**src/rtl/mem_port_arbiter.sv**
```systemverilog
// Multiplexes NCH cache-side requesters onto one shared memory port using
// fixed or round-robin priority, with a completion watchdog and per-channel error pulse.
module mem_port_arbiter #(
  parameter int NCH     = 2,
  parameter int AW      = 32,
  parameter int DW      = 32,
  parameter int RR      = 1,
  parameter int TIMEOUT = 64
) (
  input  logic                  clk,
  input  logic                  rst,
  input  logic [2*NCH-1:0]      ch_rw_flag,
  input  logic [AW*NCH-1:0]     ch_addr,
  input  logic [DW*NCH-1:0]     ch_wdata,
  input  logic [(DW/8)*NCH-1:0] ch_mask,
  output logic [DW-1:0]         ch_rdata,
  output logic [NCH-1:0]        ch_busy,
  output logic [NCH-1:0]        ch_done,
  output logic [NCH-1:0]        ch_err,
  output logic [1:0]            mem_rw_flag,
  output logic [AW-1:0]         mem_addr,
  output logic [DW-1:0]         mem_write_data,
  output logic [DW/8-1:0]       mem_write_mask,
  input  logic [DW-1:0]         mem_read_data,
  input  logic                  mem_busy,
  input  logic                  mem_done
);

  localparam int MW = DW / 8;
  localparam int GW = (NCH > 1) ? $clog2(NCH) : 1;
  localparam int CW = (TIMEOUT > 1) ? $clog2(TIMEOUT) : 1;
  localparam logic [CW-1:0] CNT_LAST = (TIMEOUT > 0) ? CW'(TIMEOUT - 1) : '0;
  localparam logic [GW-1:0] LAST_RST = GW'(NCH - 1);

  // S_IDLE: arbitrate | S_BUSY: wait for mem_done or watchdog | S_DONE: one-cycle gap
  typedef enum logic [1:0] {S_IDLE, S_BUSY, S_DONE} state_t;

  state_t          state_q;
  logic [GW-1:0]   grant_q, last_q;
  logic [CW-1:0]   cnt_q;
  logic [1:0]      mem_rw_flag_q;
  logic [AW-1:0]   mem_addr_q;
  logic [DW-1:0]   mem_wdata_q;
  logic [MW-1:0]   mem_mask_q;
  logic [DW-1:0]   ch_rdata_q;
  logic [NCH-1:0]  ch_done_q, ch_err_q;

  logic [1:0]      flag_a  [NCH];
  logic [AW-1:0]   addr_a  [NCH];
  logic [DW-1:0]   wdata_a [NCH];
  logic [MW-1:0]   mask_a  [NCH];
  logic [NCH-1:0]  req;
  logic [NCH-1:0]  grant_oh;
  logic [GW-1:0]   grant_d;
  logic [GW-1:0]   sel_idx;
  logic            grant_vld;

  assign grant_oh = {{(NCH-1){1'b0}}, 1'b1} << grant_q;

  for (genvar i = 0; i < NCH; i++) begin : g_ch
    assign flag_a[i]  = ch_rw_flag[2*i +: 2];
    assign addr_a[i]  = ch_addr[AW*i +: AW];
    assign wdata_a[i] = ch_wdata[DW*i +: DW];
    assign mask_a[i]  = ch_mask[MW*i +: MW];
    assign req[i]     = |flag_a[i];
    assign ch_busy[i] = mem_busy
                      | ((state_q != S_IDLE) & ~grant_oh[i])
                      | ((state_q == S_BUSY) &  grant_oh[i]);
  end

  // Round-robin scans starting just after the previous winner.
  always_comb begin
    grant_d   = '0;
    grant_vld = 1'b0;
    sel_idx   = '0;
    for (int off = 0; off < NCH; off++) begin
      sel_idx = (RR != 0) ? GW'((int'(last_q) + 1 + off) % NCH) : GW'(off);
      if (!grant_vld && req[sel_idx]) begin
        grant_vld = 1'b1;
        grant_d   = sel_idx;
      end
    end
  end

  always_ff @(posedge clk) begin
    if (!rst) begin
      state_q       <= S_IDLE;
      grant_q       <= '0;
      last_q        <= LAST_RST;
      cnt_q         <= '0;
      mem_rw_flag_q <= '0;
      mem_addr_q    <= '0;
      mem_wdata_q   <= '0;
      mem_mask_q    <= '0;
      ch_rdata_q    <= '0;
      ch_done_q     <= '0;
      ch_err_q      <= '0;
    end else begin
      ch_done_q <= '0;
      ch_err_q  <= '0;
      case (state_q)
        S_IDLE: begin
          if (!mem_busy && grant_vld) begin
            state_q       <= S_BUSY;
            grant_q       <= grant_d;
            last_q        <= grant_d;
            cnt_q         <= '0;
            mem_rw_flag_q <= flag_a[grant_d][1] ? 2'b10 : 2'b01;
            mem_addr_q    <= addr_a[grant_d];
            mem_wdata_q   <= wdata_a[grant_d];
            mem_mask_q    <= mask_a[grant_d];
          end
        end
        S_BUSY: begin
          if (mem_done) begin
            ch_rdata_q    <= mem_read_data;
            ch_done_q     <= grant_oh;
            mem_rw_flag_q <= '0;
            state_q       <= S_DONE;
          end else if ((TIMEOUT > 0) && (cnt_q == CNT_LAST)) begin
            ch_done_q     <= grant_oh;
            ch_err_q      <= grant_oh;
            mem_rw_flag_q <= '0;
            state_q       <= S_DONE;
          end else if (cnt_q != CNT_LAST) begin
            cnt_q <= cnt_q + 1'b1;
          end
        end
        S_DONE:  state_q <= S_IDLE;
        default: state_q <= S_IDLE;
      endcase
    end
  end

  assign ch_rdata       = ch_rdata_q;
  assign ch_done        = ch_done_q;
  assign ch_err         = ch_err_q;
  assign mem_rw_flag    = mem_rw_flag_q;
  assign mem_addr       = mem_addr_q;
  assign mem_write_data = mem_wdata_q;
  assign mem_write_mask = mem_mask_q;

endmodule
```
**config.mk**
```make
export PLATFORM = sky130hd
export DESIGN_NAME = mem_port_arbiter
export DESIGN_NICKNAME = d
export VERILOG_FILES = /design/src/rtl/mem_port_arbiter.sv
export SDC_FILE = /design/constraint.sdc
export NUM_CORES = 1
export LEC_CHECK = 0
export ABC_AREA = 1
export CORE_ASPECT_RATIO = 0.9
export CORE_MARGIN = 2
export CORE_UTILIZATION = 24
export CTS_CLUSTER_SIZE = 14
export DETAILED_ROUTE_END_ITERATION = 7
export GPL_TIMING_DRIVEN = 0
export PLACE_DENSITY = 0.52
export SLEW_MARGIN = 20
export SYNTH_ARGS = -nofsm -noshare
export SYNTH_HDL_FRONTEND = slang
export SYNTH_SLANG_ARGS = --single-unit
```
**constraint.sdc**
```tcl
create_clock -name clk -period 2.1 [get_ports clk]
set_input_delay 0.525 -clock clk [delete_from_list [all_inputs] [get_ports clk]]
set_output_delay 0.525 -clock clk [all_outputs]
set_load 0.02 [all_outputs]
```
== After elaboration in Yosys (flattened, before gate mapping) ==
Cells that the tools add are included.
Storage, ports and cells
  bits in registers: 116
  word-level logic and storage cells: 91
Cells by class
  shift operators: 1
  $add $sub $neg: 3
  multiplexer cells: 36
  reduce and logical (&&, ||, !) cells: 16
  $lt $le $gt $ge: 3
  bitwise gates (word level): 13
  eq/ne operators: 8
Operators with widths (count)
  32-bit two-way mux: 6
  2-bit two-way mux: 12
  6-bit two-way mux: 4
  4-bit two-way mux: 3
  6-bit case mux with 2 select lines: 1
  1-bit two-way mux: 8
  2-bit case mux with 2 select lines: 2
  2-bit AND reduction: 4
  6-bit by 1-bit adder with 6-bit output, second input constant: 1
  6-bit equality test, second input constant: 1
  2-bit inequality test, second input constant: 3
  6-bit inequality test, second input constant: 1
  5-bit AND reduction: 1
  1-bit AND: 4
  1-bit by 2-bit less-than comparator with 1-bit output, second input constant: 2
  1-bit inverter: 4
  1-bit bitwise OR: 4
  2-bit nonzero test: 2
  2-bit OR reduction: 2
  3-bit by 2-bit inequality test with 1-bit output, second input constant: 1
  3-bit AND reduction: 1
  3-bit OR reduction: 1
  1-bit adder, second input constant: 2
  2-bit by 1-bit equality test with 1-bit output, second input constant: 1
  other kinds (7): 9

== Depth between registers and ports, before layout ==
Gate-level depths: netlist of the first run.
  depth in word-level cells: 14
  depth in mapped cells: 9
  depth with buffers taken out: 9

== Worst setup path after synthesis of the first run ==
No wires, ideal clock.
  path type: register to output
  start point: register state_q[0]
  end point: output ch_busy[1]
  path buffers: 1
  stages on the path, launching flop included: 6
  required time: 1.575 ns
  path slack: 0.646 ns
  data arrival time: 0.929 ns
  cells stage by stage: dfxtp_1 > inv_1 > nor2_1 > buf_4 > inv_1 > nand2_1
Between the ends
  longest elaborated chain between the ends: 4
  elaborated cells between the ends (all ways): 6
  those cells by class: eq/ne: 1; bitwise: 4; reduce/logical: 1
Ends and longest elaborated chain
  from (decl): line 38  | state_t state_q;
  from (signal assigned): line 87  | state_q <= S_IDLE;
  from (signal assigned): line 104  | state_q <= S_BUSY;
  from (signal assigned): line 119  | state_q <= S_DONE;
  2-bit nonzero test: line 67  | | ((state_q != S_IDLE) & ~grant_oh[i])
  1-bit AND: line 67
  1-bit bitwise OR: line 67
  1-bit bitwise OR (*): line 68  | | ((state_q == S_BUSY) & grant_oh[i]);
  to (decl): line 17  | output logic [NCH-1:0] ch_busy,
Mark *: on every way between the ends. The rest lies on a longest branch, timed or not.

== Final worst setup path of the first run ==
  start point: input mem_busy
  end point: output ch_busy[0]
Between the ends
  longest elaborated chain between the ends: 2
Ends and longest elaborated chain
  from (decl): line 25  | input logic mem_busy,
  1-bit bitwise OR: line 67
  1-bit bitwise OR: line 68
No other way between the ends.

==> summary.md, run 1 <==
| Metric | Value |
|---|---|
| Status | `finished, final reports clean` |
| Final worst setup slack | `~0.052 ns` |
| Core Rows | `50` |
| Routed wire length | `19.9 mm` |
| Share of the synthesized area in the top cell type | `between 40% and 50%` |
| # fillers | `approximately 2200` |
| Synth area leader | `dfxtp_1` |
| Largest net degree at the start of global routing | `17` |
| Shortest period the worst path allows | `2.05 ns` |
| Most common cell in the netlist | `nand2_1` |
| Clk sinks | `116` |
| Synthesis Warnings | `0` |
| Hold_buf cts | `0` |
| Critical Path Start Type | `primary input` |
| Drt pass-1 iters | `4` |
| Synth cell count leaders | `nand2_1 (193), dfxtp_1 (116), nand3_1 (109), nor2_1 (87), inv_1 (77)` |
| Worst-path clk slew | `approximately 0.060 ns` |
| Worst-margin pin slew | `0.724 ns` |
| Async set-reset flop share out of synthesis | `0%` |
| Final ANT Viol Nets | `0` |
| CTS Buf Count | `17` |
| Placed inst area | `about 8400 µm²` |
| CP Data Arrival Time | `approximately 1.5 ns` |
| Cell area after synthesis | `~5200 µm²` |
| Die Width | `around 160 µm` |
| Core ar. | `around 21000 µm²` |
| DRC viols | `0` |
| Clock Skews | `about 0.027 ns` |
| TritonCTS clock tree | `yes` |
| Yosys reg bits | `between 100 and 150` |
| Die ar. | `22800 µm²` |
| RSZ-0062 raised after global routing | `no` |
| Congestion Overflow GR | `0` |
| Crit path buf inv count | `3` |
| Leakage | `0.00358 µW` |
| Setup Crit Path Kind | `primary input to output pin` |
| Fmax | `about 0.49 GHz` |
| Vias per Instance | `roughly 4.2` |
| Ports | `roughly 280` |
| DP Worst Slack | `-0.395 ns` |
| Crit share post-route | `a little over nine tenths` |
| Slew Limit Headroom | `between 50 and 60%` |
| DRT iter0 DRCs | `about 370` |
| Post-DP HPWL | `about 15 mm` |
| Later-pin clock latency in the skew report | `0.43 ns` |
| Share of cells above drive strength 1 | `under 10%` |
| Fin area | `between 8000 and 9000 µm²` |
| Post-CTS setup buffers | `0` |
| Post-synthesis cell type count | `23` |
| Final Max Tran Viols | `0` |
| CTS max path bufs | `2` |
| CP delay by family, top | `buffers and inverters` |
| VDD IR max | `approximately 430 µV` |
| Seq/Total Area, Yosys | `around 45%` |
| Wirelength per Cell | `14.6 µm` |
| Area Overhead vs Synth | `72.8%` |
| Final setup vio count | `0` |
| Critical Path RT | `~1.6 ns` |
| First-pass GRT wire length | `approximately 31 mm` |
| Port bufs | `around 280` |
| EDFF count, synth | `0` |
| HP Class | `flip-flop to flip-flop` |
| Area contributors post-synth | `dfxtp_1 (45%), nand2_1 (14%), nand3_1 (11%)` |
| Post-Synthesis Cells | `764` |
| Deepest level of the CTS H-tree | `4` |
| DIE HEIGHT | `around 140 µm` |
| NumNets Final | `about 1200` |
| Syn Area/Cell | `about 6.8 µm²` |
| Gr usage total | `between 10% and 20%` |
| Crit. End Element | `output pin` |
| PwrDens | `between 700 and 800 nW/µm²` |
| Root buf cell | `clkbuf_16` |
| Initial antenna violation count | `1` |
| Max_cap viols | `0` |
| Crit-path slowest cell | `clkdlybuf4s50_1` |
| Final hold vios | `0` |
| Via count of the routed design | `approximately 5800` |
| Vias in the first global route | `roughly 5700` |
| Ys flop type | `dfxtp_1` |
| GPL Wtd Cong | `0.826` |
| Max incr delay on CP | `0.47 ns` |
| N_diodes | `0` |
| CP max FO | `3` |
| Total power | `just under 7000 µW` |
| CP Cell Sequence | `clkdlybuf4s50_1 > inv_1 > o21ai_0 > dlygate4sd2_1` |
| Starting Density | `between 20% and 30%` |
| Synth Net Count | `941` |
layout by cell type, fill, tap and decap left out, drive strengths merged:
| master | Yosys | layout |
|---|---|---|
| clkdlybuf4s50 | 0 | 279 |
| nand2 | 193 | 193 |
| dfxtp | 116 | 116 |
| nand3 | 109 | 109 |
| nor2 | 92 | 92 |
| inv | 79 | 85 |
| o21ai | 74 | 74 |
| a21oi | 40 | 40 |
| clkbuf | 20 | 37 |
| buf | 33 | 34 |
| clkinv | 0 | 5 |
| nor3 | 2 | 2 |
| xor2 | 2 | 2 |
| clkinvlp | 0 | 2 |
| bufinv | 0 | 2 |
| nand4 | 1 | 1 |
| or2 | 1 | 1 |
| o211ai | 1 | 1 |
| ha | 1 | 1 |
| dlygate4sd2 | 0 | 1 |
cells by family after synthesis:
group	share of synthesized area [%]
AND/OR/NAND/NOR	31.8
buffers and inverters	11.5
flip-flops	44.8
AO/OA/AOI/OAI	11.3
XOR/XNOR	0.338
adder cells (fa/ha/maj)	0.241
state kept, by name, indices dropped and copies added, names as in the netlist, 2 cells and up:
signal and cells:
mem_write_mask 4, mem_write_data 32, state_q 2, mem_rw_flag 2, ch_rdata 32, ch_done 2
mem_addr 32, cnt_q 6, ch_err 2
repair_timing:
action | in CTS | in global routing
gates resized for setup | 7 | 10
gates cloned | 0 | 0
pin swaps | 0 | 0
setup endpoints to repair | 2 | 22
where the power goes:
part           switching, µW  internal [µW]  total (µW)
registers               80.4           2360        2440
clock network           1200           1780        2970
logic                    760            744        1500
per-stage QoR:
| step | TNS (ns) | hold WS (ns) | instances | util [%] |
|---|---|---|---|---|
| floorplan | 0 | 0.438 | 764 | - |
| finish | 0 | 0.452 | 1363 | 42.6 |
| global route | 0 | 0.456 | 1363 | 42.6 |
| detailed placement | -19.92 | 0.446 | 1331 | 39.7 |
| CTS | 0 | 0.429 | 1363 | 42.6 |
| global placement | -18.78 | 0.443 | 1331 | 39.7 |
tightest hold or removal path: stages, from the launching register on:
cell     delay [ns]
dfxtp_1        0.30
nand2_1        0.05
o21ai_1        0.05
cell type report:
class / instances / area (µm²) / area share, %
buffer: 53 / 308 / 3.44
clock buffer: 17 / 425 / 4.75
clock inverter: 15 / 170 / 1.90
inverter: 79 / 297 / 3.31
multi-input combinational: 516 / 2270 / 25.4
sequential: 116 / 2320 / 25.9
tap: 286 / 358 / 3.99
timing repair buffer: 281 / 2810 / 31.3
metal layers:
metal | global-route usage, % | wire [µm] | vias to the layer above
met5 | 0 | 13 | -
met4 | 4.45 | 144 | 2
met3 | 5.89 | 1550 | 12
met2 | 28.9 | 8960 | 196
met1 | 22.3 | 9270 | 2540
li1 | - | - | 3022
path summary, 6_finish.rpt:
kind | from | slack, ns | endpoint | cells past startpoint
setup / recovery | mem_busy | 0.05 | ch_busy[0] | 4
hold reg to reg | mem_addr[29] | 0.45 | mem_addr[29] | 2
setup reg to reg | cnt_q[0] | 0.34 | mem_rw_flag[0] | 6
hold / removal | mem_addr[29] | 0.45 | mem_addr[29] | 2
No activity file was read; power rests on OpenSTA's default activity.
==> run 2, diff against run 1 <==
CORE_UTILIZATION = 32   (was 24)
PLACE_DENSITY = 0.66   (was 0.52)
clock period = 2.2 ns   (was 2.1 ns; I/O delays follow)
==> summary.md, run 2 (synthesized netlist as in run 1, its figures left out) <==
| Metric | Value |
|---|---|
| Final hold vios | `0` |
| First-pass GRT wire length | `approximately 30 mm` |
| Worst-margin pin slew | `0.610 ns` |
| CTS max path bufs | `2` |
| Initial antenna violation count | `0` |
| Max_cap viols | `0` |
| TritonCTS clock tree | `yes` |
| Hold WS | `0.452 ns` |
| Starting Density | `32.4%` |
| Crit share post-route | `94.9%` |
| Final ANT Viol Nets | `0` |
| Final Max Tran Viols | `0` |
| PwrDens | `~730 nW/µm²` |
| Drt pass-1 iters | `4` |
| Die ar. | `17200 µm²` |
| Largest net degree at the start of global routing | `17` |
| Ports | `284` |
| Wirelength per Cell | `between 10 and 15 µm` |
| Worst reg2reg startpoint | `cnt_q[0]` |
| RSZ-0062 raised after global routing | `no` |
| GPL Wtd Cong | `0.828` |
| Later-pin clock latency in the skew report | `~0.42 ns` |
| Leakage | `between 0.003 and 0.004 µW` |
| Via count of the routed design | `about 5900` |
| Most common cell after layout, fill and taps aside | `clkdlybuf4s50_1` |
| Fmax | `0.479 GHz` |
| Deepest level of the CTS H-tree | `4` |
| DIE HEIGHT | `125 µm` |
| Area Overhead vs Synth | `70.8%` |
| Core Rows | `44` |
| Logic depth of the worst register-to-register path | `8` |
| Die Width | `about 140 µm` |
| NumNets Final | `approximately 1200` |
| Clk sinks | `between 100 and 150` |
| CTS Buf Count | `17` |
| DRC viols | `0` |
| Shortest period the worst path allows | `roughly 2.1 ns` |
| Vias per Instance | `approximately 4.6` |
| DRT iter0 DRCs | `between 200 and 250` |
| Post-DP HPWL | `~14 mm` |
| Status | `finished, final reports clean` |
| Setup Crit Path Kind | `flip-flop to output pin` |
| Hold path depth | `2` |
| Worst flop-to-flop path endpoint | `cnt_q[5]` |
| Share of cells above drive strength 1 | `under 10%` |
| Final setup vio count | `0` |
| HP Class | `flip-flop to flip-flop` |
| Hold Crit Start | `mem_addr[30]` |
| Hold_buf cts | `0` |
| Most frequent cells in the layout | `clkdlybuf4s50_1 (279), nand2_1 (193), dfxtp_1 (116), nand3_1 (109), nor2_1 (86)` |
| Core ar. | `around 16000 µm²` |
| Slew Limit Headroom | `between 50% and 60%` |
| DP Cell Count | `approximately 1300` |
| Congestion Overflow GR | `0` |
| N_diodes | `0` |
| Post-CTS setup buffers | `0` |
| Root buf cell | `clkbuf_16` |
| CP max FO | `10` |
| Routed wire length | `roughly 19 mm` |
| Gr usage total | `roughly 22%` |
| Worst-path clk slew | `about 0.06 ns` |
| Port bufs | `approximately 280` |
| Clock Skews | `between 0.003 and 0.004 ns` |
| Reg-to-reg slack, setup | `roughly 0.5 ns` |
| Critical Path Start Type | `flip-flop` |
| CP Data Arrival Time | `between 1.5 and 2 ns` |
| VDD IR max | `around 530 µV` |
| Layout Cells excl Fill | `approximately 1300` |
| Resized Gates After CTS | `5` |
| Vias in the first global route | `5654` |
| Critical Path RT | `about 1.7 ns` |
| Hold EP | `mem_addr[30]` |
| Crit. End Element | `output pin` |
==> run 2: cell count changes in the layout (fill, tap and decap cells not counted), sizes merged <==
cell	before	now
clkinv	5	6
buf	34	33
clkinvlp	2	4
clkdlybuf4s15	0	1
inv	85	82
==> run 2: final cells by class <==
| class | instances | area (µm²) |
|---|---|---|
| Fill cell | 1570 | 7170 |
| Timing Repair Buffer | 281 | 2810 |
| Sequential cell | 116 | 2320 |
| Multi-Input combinational cell | 516 | 2280 |
| Clock buffer | 17 | 425 |
| Buffer | 53 | 303 |
| Inverter | 79 | 297 |
| Tap cell | 207 | 259 |
| Clock inverter | 15 | 158 |
==> run 2: worst max path at each step <==
| stage | cells after the start | slack (ns) | startpoint | end |
|---|---|---|---|---|
| 6_report | 6 | 0.11 | state_q[0] | ch_busy[1] |
| 5_1_grt | 6 | 0.02 | state_q[0] | ch_busy[1] |
| 4_1_cts | 6 | 0.04 | state_q[0] | ch_busy[1] |
| 3_5_place_dp | 7 | -0.29 | ch_rw_flag[1] | mem_write_data[19] |
| 3_3_place_gp | 7 | -0.24 | ch_rw_flag[1] | mem_write_data[16] |
| 2_1_floorplan | 5 | 0.72 | state_q[0] | ch_busy[1] |
==> run 2: through the flow <==
stage / setup WS [ns] / util (%) / area, µm² / power (µW) / TNS (ns)
finish: 0.112 / 55.3 / 8850 / 6510 / 0
global route: 0.0239 / 55.3 / 8850 / 6800 / 0
CTS: 0.0393 / 55.2 / 8840 / 6580 / 0
detailed placement: -0.295 / 51.5 / 8260 / 3800 / -14.30
global placement: -0.243 / 51.5 / 8260 / 3800 / -11.97
floorplan: 0.721 / - / 5180 / 3040 / 0
==> run 2: per-layer routing <==
layer | GRT usage [%] | up-vias | part of all wire [%]
li1 | - | 3024 | -
met5 | 0 | - | 0
met1 | 27.6 | 2645 | 45
met3 | 5.77 | 31 | 6.2
met4 | 7.02 | 0 | 2.4
met2 | 35.5 | 196 | 46
==> run 2: critical path, cell delays in order (launching register included) <==
cell and delay [ns]:
dfxtp_1 0.34, inv_1 0.07, nor2_4 0.12, buf_6 0.15, inv_1 0.10, nand2_1 0.09
clkdlybuf4s15_2 0.25
==> run 2: power breakdown <==
part / internal [µW] / total (µW) / switching, µW / leakage, µW
logic: 711 / 1440 / 726 / 0.00233
clock network: 1670 / 2740 / 1070 / 0.000276
registers: 2250 / 2330 / 76.0 / 0.000949
total: 4630 / 6510 / 1870 / 0.00355
==> run 3, diff against run 2 <==
ABC_AREA = not set   (was 1)
GPL_ROUTABILITY_DRIVEN = 0   (was not set)
PLACE_DENSITY = 0.69   (was 0.66)
==> summary.md, run 3 <==
| Metric | Value |
|---|---|
| Largest net degree at the start of global routing | `17` |
| Vias per Instance | `approximately 4.6` |
| Most frequent cells in the layout | `clkdlybuf4s50_1 (280), nand2_1 (141), dfxtp_1 (116), o21ai_0 (75), mux2i_1 (68)` |
| Final ANT Viol Nets | `0` |
| Final hold vios | `0` |
| Critical Path Start Type | `primary input` |
| Ys flop type | `dfxtp_1` |
| Post-Synthesis Cells | `about 520` |
| EDFF count, synth | `0` |
| Synth Net Count | `between 600 and 700` |
| Max incr delay on CP | `approximately 0.49 ns` |
| Shortest period the worst path allows | `around 2.2 ns` |
| Routed wire length | `~15 mm` |
| Later-pin clock latency in the skew report | `between 0.4 and 0.5 ns` |
| Leakage | `0.00333 µW` |
| Clk sinks | `~120` |
| Share of cells above drive strength 1 | `~6.5%` |
| Port bufs | `~280` |
| Post-synthesis cell type count | `38` |
| Most common cell after layout, fill and taps aside | `clkdlybuf4s50_1` |
| CP max FO | `4` |
| First-pass GRT wire length | `~25 mm` |
| HP Class | `flip-flop to flip-flop` |
| Slew Limit Headroom | `approximately three fifths` |
| Final setup vio count | `0` |
| Syn Area/Cell | `approximately 9 µm²` |
| Gr usage total | `roughly 20%` |
| Worst-margin pin slew | `approximately 0.6 ns` |
| Ports | `about 280` |
| Congestion Overflow GR | `0` |
| Area Overhead vs Synth | `78.2%` |
| Share of the synthesized area in the top cell type | `around half` |
| Deepest level of the CTS H-tree | `4` |
| Area contributors post-synth | `dfxtp_1 (50%), mux2i_1 (15%), nand2_1 (11%)` |
| Core Rows | `between 40 and 50` |
| Starting Density | `between 30 and 40%` |
| RSZ-0062 raised after global routing | `no` |
| CP Cell Sequence | `clkdlybuf4s50_1 > a211o_1 > clkdlybuf4s15_2` |
| Core Util, Final | `between 50% and 60%` |
| Clock Skews | `~0.007 ns` |
| Crit share post-route | `98.4%` |
| Setup Crit Path Kind | `primary input to output pin` |
| CTS max path bufs | `2` |
| CP delay by family, top | `buffers and inverters` |
| Async set-reset flop share out of synthesis | `0%` |
| Post-DP HPWL | `approximately 12 mm` |
| CP Data Arrival Time | `about 1.6 ns` |
| Synthesis Warnings | `0` |
| TritonCTS clock tree | `yes` |
| Final Max Tran Viols | `0` |
| Core ar. | `14100 µm²` |
| Hold WS | `0.451 ns` |
| Via count of the routed design | `4730` |
| Seq/Total Area, Yosys | `approximately half` |
| Die ar. | `around 16000 µm²` |
| Worst-path clk slew | `around 0.05 ns` |
| DP Worst Slack | `-0.345 ns` |
| Fmax | `between 0.4 and 0.5 GHz` |
| Initial antenna violation count | `0` |
| Post-CTS setup buffers | `0` |
| Critical Path RT | `about 1.7 ns` |
| Most common cell in the netlist | `nand2_1` |
| VDD IR max | `about 540 µV` |
| Wirelength per Cell | `about 15 µm` |
| DIE HEIGHT | `119 µm` |
| Crit path buf inv count | `2` |
| Final worst setup slack | `between 0.03 and 0.04 ns` |
| NumNets Final | `995` |
| Max_cap viols | `0` |
| Cell area after synthesis | `roughly 4700 µm²` |
| DRC viols | `0` |
| Hold_buf cts | `0` |
| Crit-path slowest cell | `clkdlybuf4s50_1` |
| CTS Buf Count | `17` |
| Synth cell count leaders | `nand2_1 (141), dfxtp_1 (116), o21ai_0 (75), mux2i_1 (68), a21boi_0 (27)` |
| PwrDens | `around 740 nW/µm²` |
| DRT iter0 DRCs | `about 160` |
| Die Width | `between 100 and 150 µm` |
| Synth area leader | `dfxtp_1` |
| Drt pass-1 iters | `4` |
| Crit. End Element | `output pin` |
| Yosys reg bits | `approximately 120` |
| Root buf cell | `clkbuf_16` |
| Status | `finished, final reports clean` |
| Vias in the first global route | `~4900` |
| N_diodes | `0` |
run 3: cell count changes after synthesis, sizes merged, moves of 13 or more:
| cell | previous run | this run |
|---|---|---|
| nand3 | 109 | 4 |
| nor2 | 92 | 7 |
| inv | 79 | 5 |
| mux2i | 0 | 68 |
| nand2 | 193 | 141 |
| a21oi | 40 | 2 |
| a21boi | 0 | 35 |
| buf | 33 | 20 |
run 3: final timing paths:
kind / from / to / slack (ns) / depth (start not counted)
worst max-delay path: mem_busy / ch_busy[0] / 0.04 / 3
worst min-delay path: mem_write_data[16] / mem_write_data[16] / 0.45 / 2
worst max register to register: state_q[1] / mem_rw_flag[1] / 0.51 / 5
worst min register to register: mem_write_data[16] / mem_write_data[16] / 0.45 / 2
run 3: final cells by class:
cell class | count | area, µm²
Multi-Input combinational cell | 362 | 2150
Inverter | 5 | 18.8
Buffer | 34 | 181
Sequential cell | 116 | 2320
Tap cell | 193 | 241
Fill cell | 1200 | 5800
Timing Repair Buffer | 282 | 2830
Clock buffer | 29 | 531
Clock inverter | 3 | 40.0
run 3: cells by family (layout without fill, tap and decap cells):
| kind of cell | Yosys count | in the layout | share of synthesized area (%) |
|---|---|---|---|
| AO/OA/AOI/OAI | 122 | 122 | 15.7 |
| flip-flops | 116 | 116 | 49.8 |
| XOR/XNOR | 1 | 1 | 0.188 |
| AND/OR/NAND/NOR | 170 | 170 | 15.2 |
| adder cells (fa/ha/maj) | 1 | 1 | 0.268 |
| multiplexers | 68 | 68 | 14.6 |
| buffers and inverters | 39 | 353 | 4.29 |
run 3: tightest hold or removal path, cell delays in order (launching register included):
cell and delay, ns:
dfxtp_1 0.32, nand2_1 0.04, o21ai_0 0.05
run 3: what timing repair did:
action,4_1_cts,5_1_grt
pin swaps,0,0
cloned,0,0
endpoints found under the setup margin,2,66
gates resized for setup,7,1
run 3: power breakdown:
group	switching (µW)	leakage [µW]	internal (µW)	total, µW
Clock	903	0.000282	1730	2630
Sequential	75.9	0.000948	2240	2320
Combinational	546	0.00210	675	1220
run 3: metrics by stage:
| step | power (µW) | setup TNS, ns | instances | area [µm²] |
|---|---|---|---|---|
| after global placement | 3570 | -19.28 | 992 | 7730 |
| after global routing | 6440 | 0 | 1024 | 8310 |
| after floorplan | 2880 | 0 | 517 | 4660 |
| after CTS | 6240 | 0 | 1024 | 8300 |
| final | 6170 | 0 | 1024 | 8310 |
| after detailed placement | 3590 | -19.76 | 992 | 7730 |
run 3: routing by layer:
layer  vias up  GRT usage [%]  wire [µm]
met5         -              0          0
met4         0           9.17        423
met3        34           7.94       1200
met2       191           35.1       7660
met1      2147           22.0       6160
li1       2358              -          -
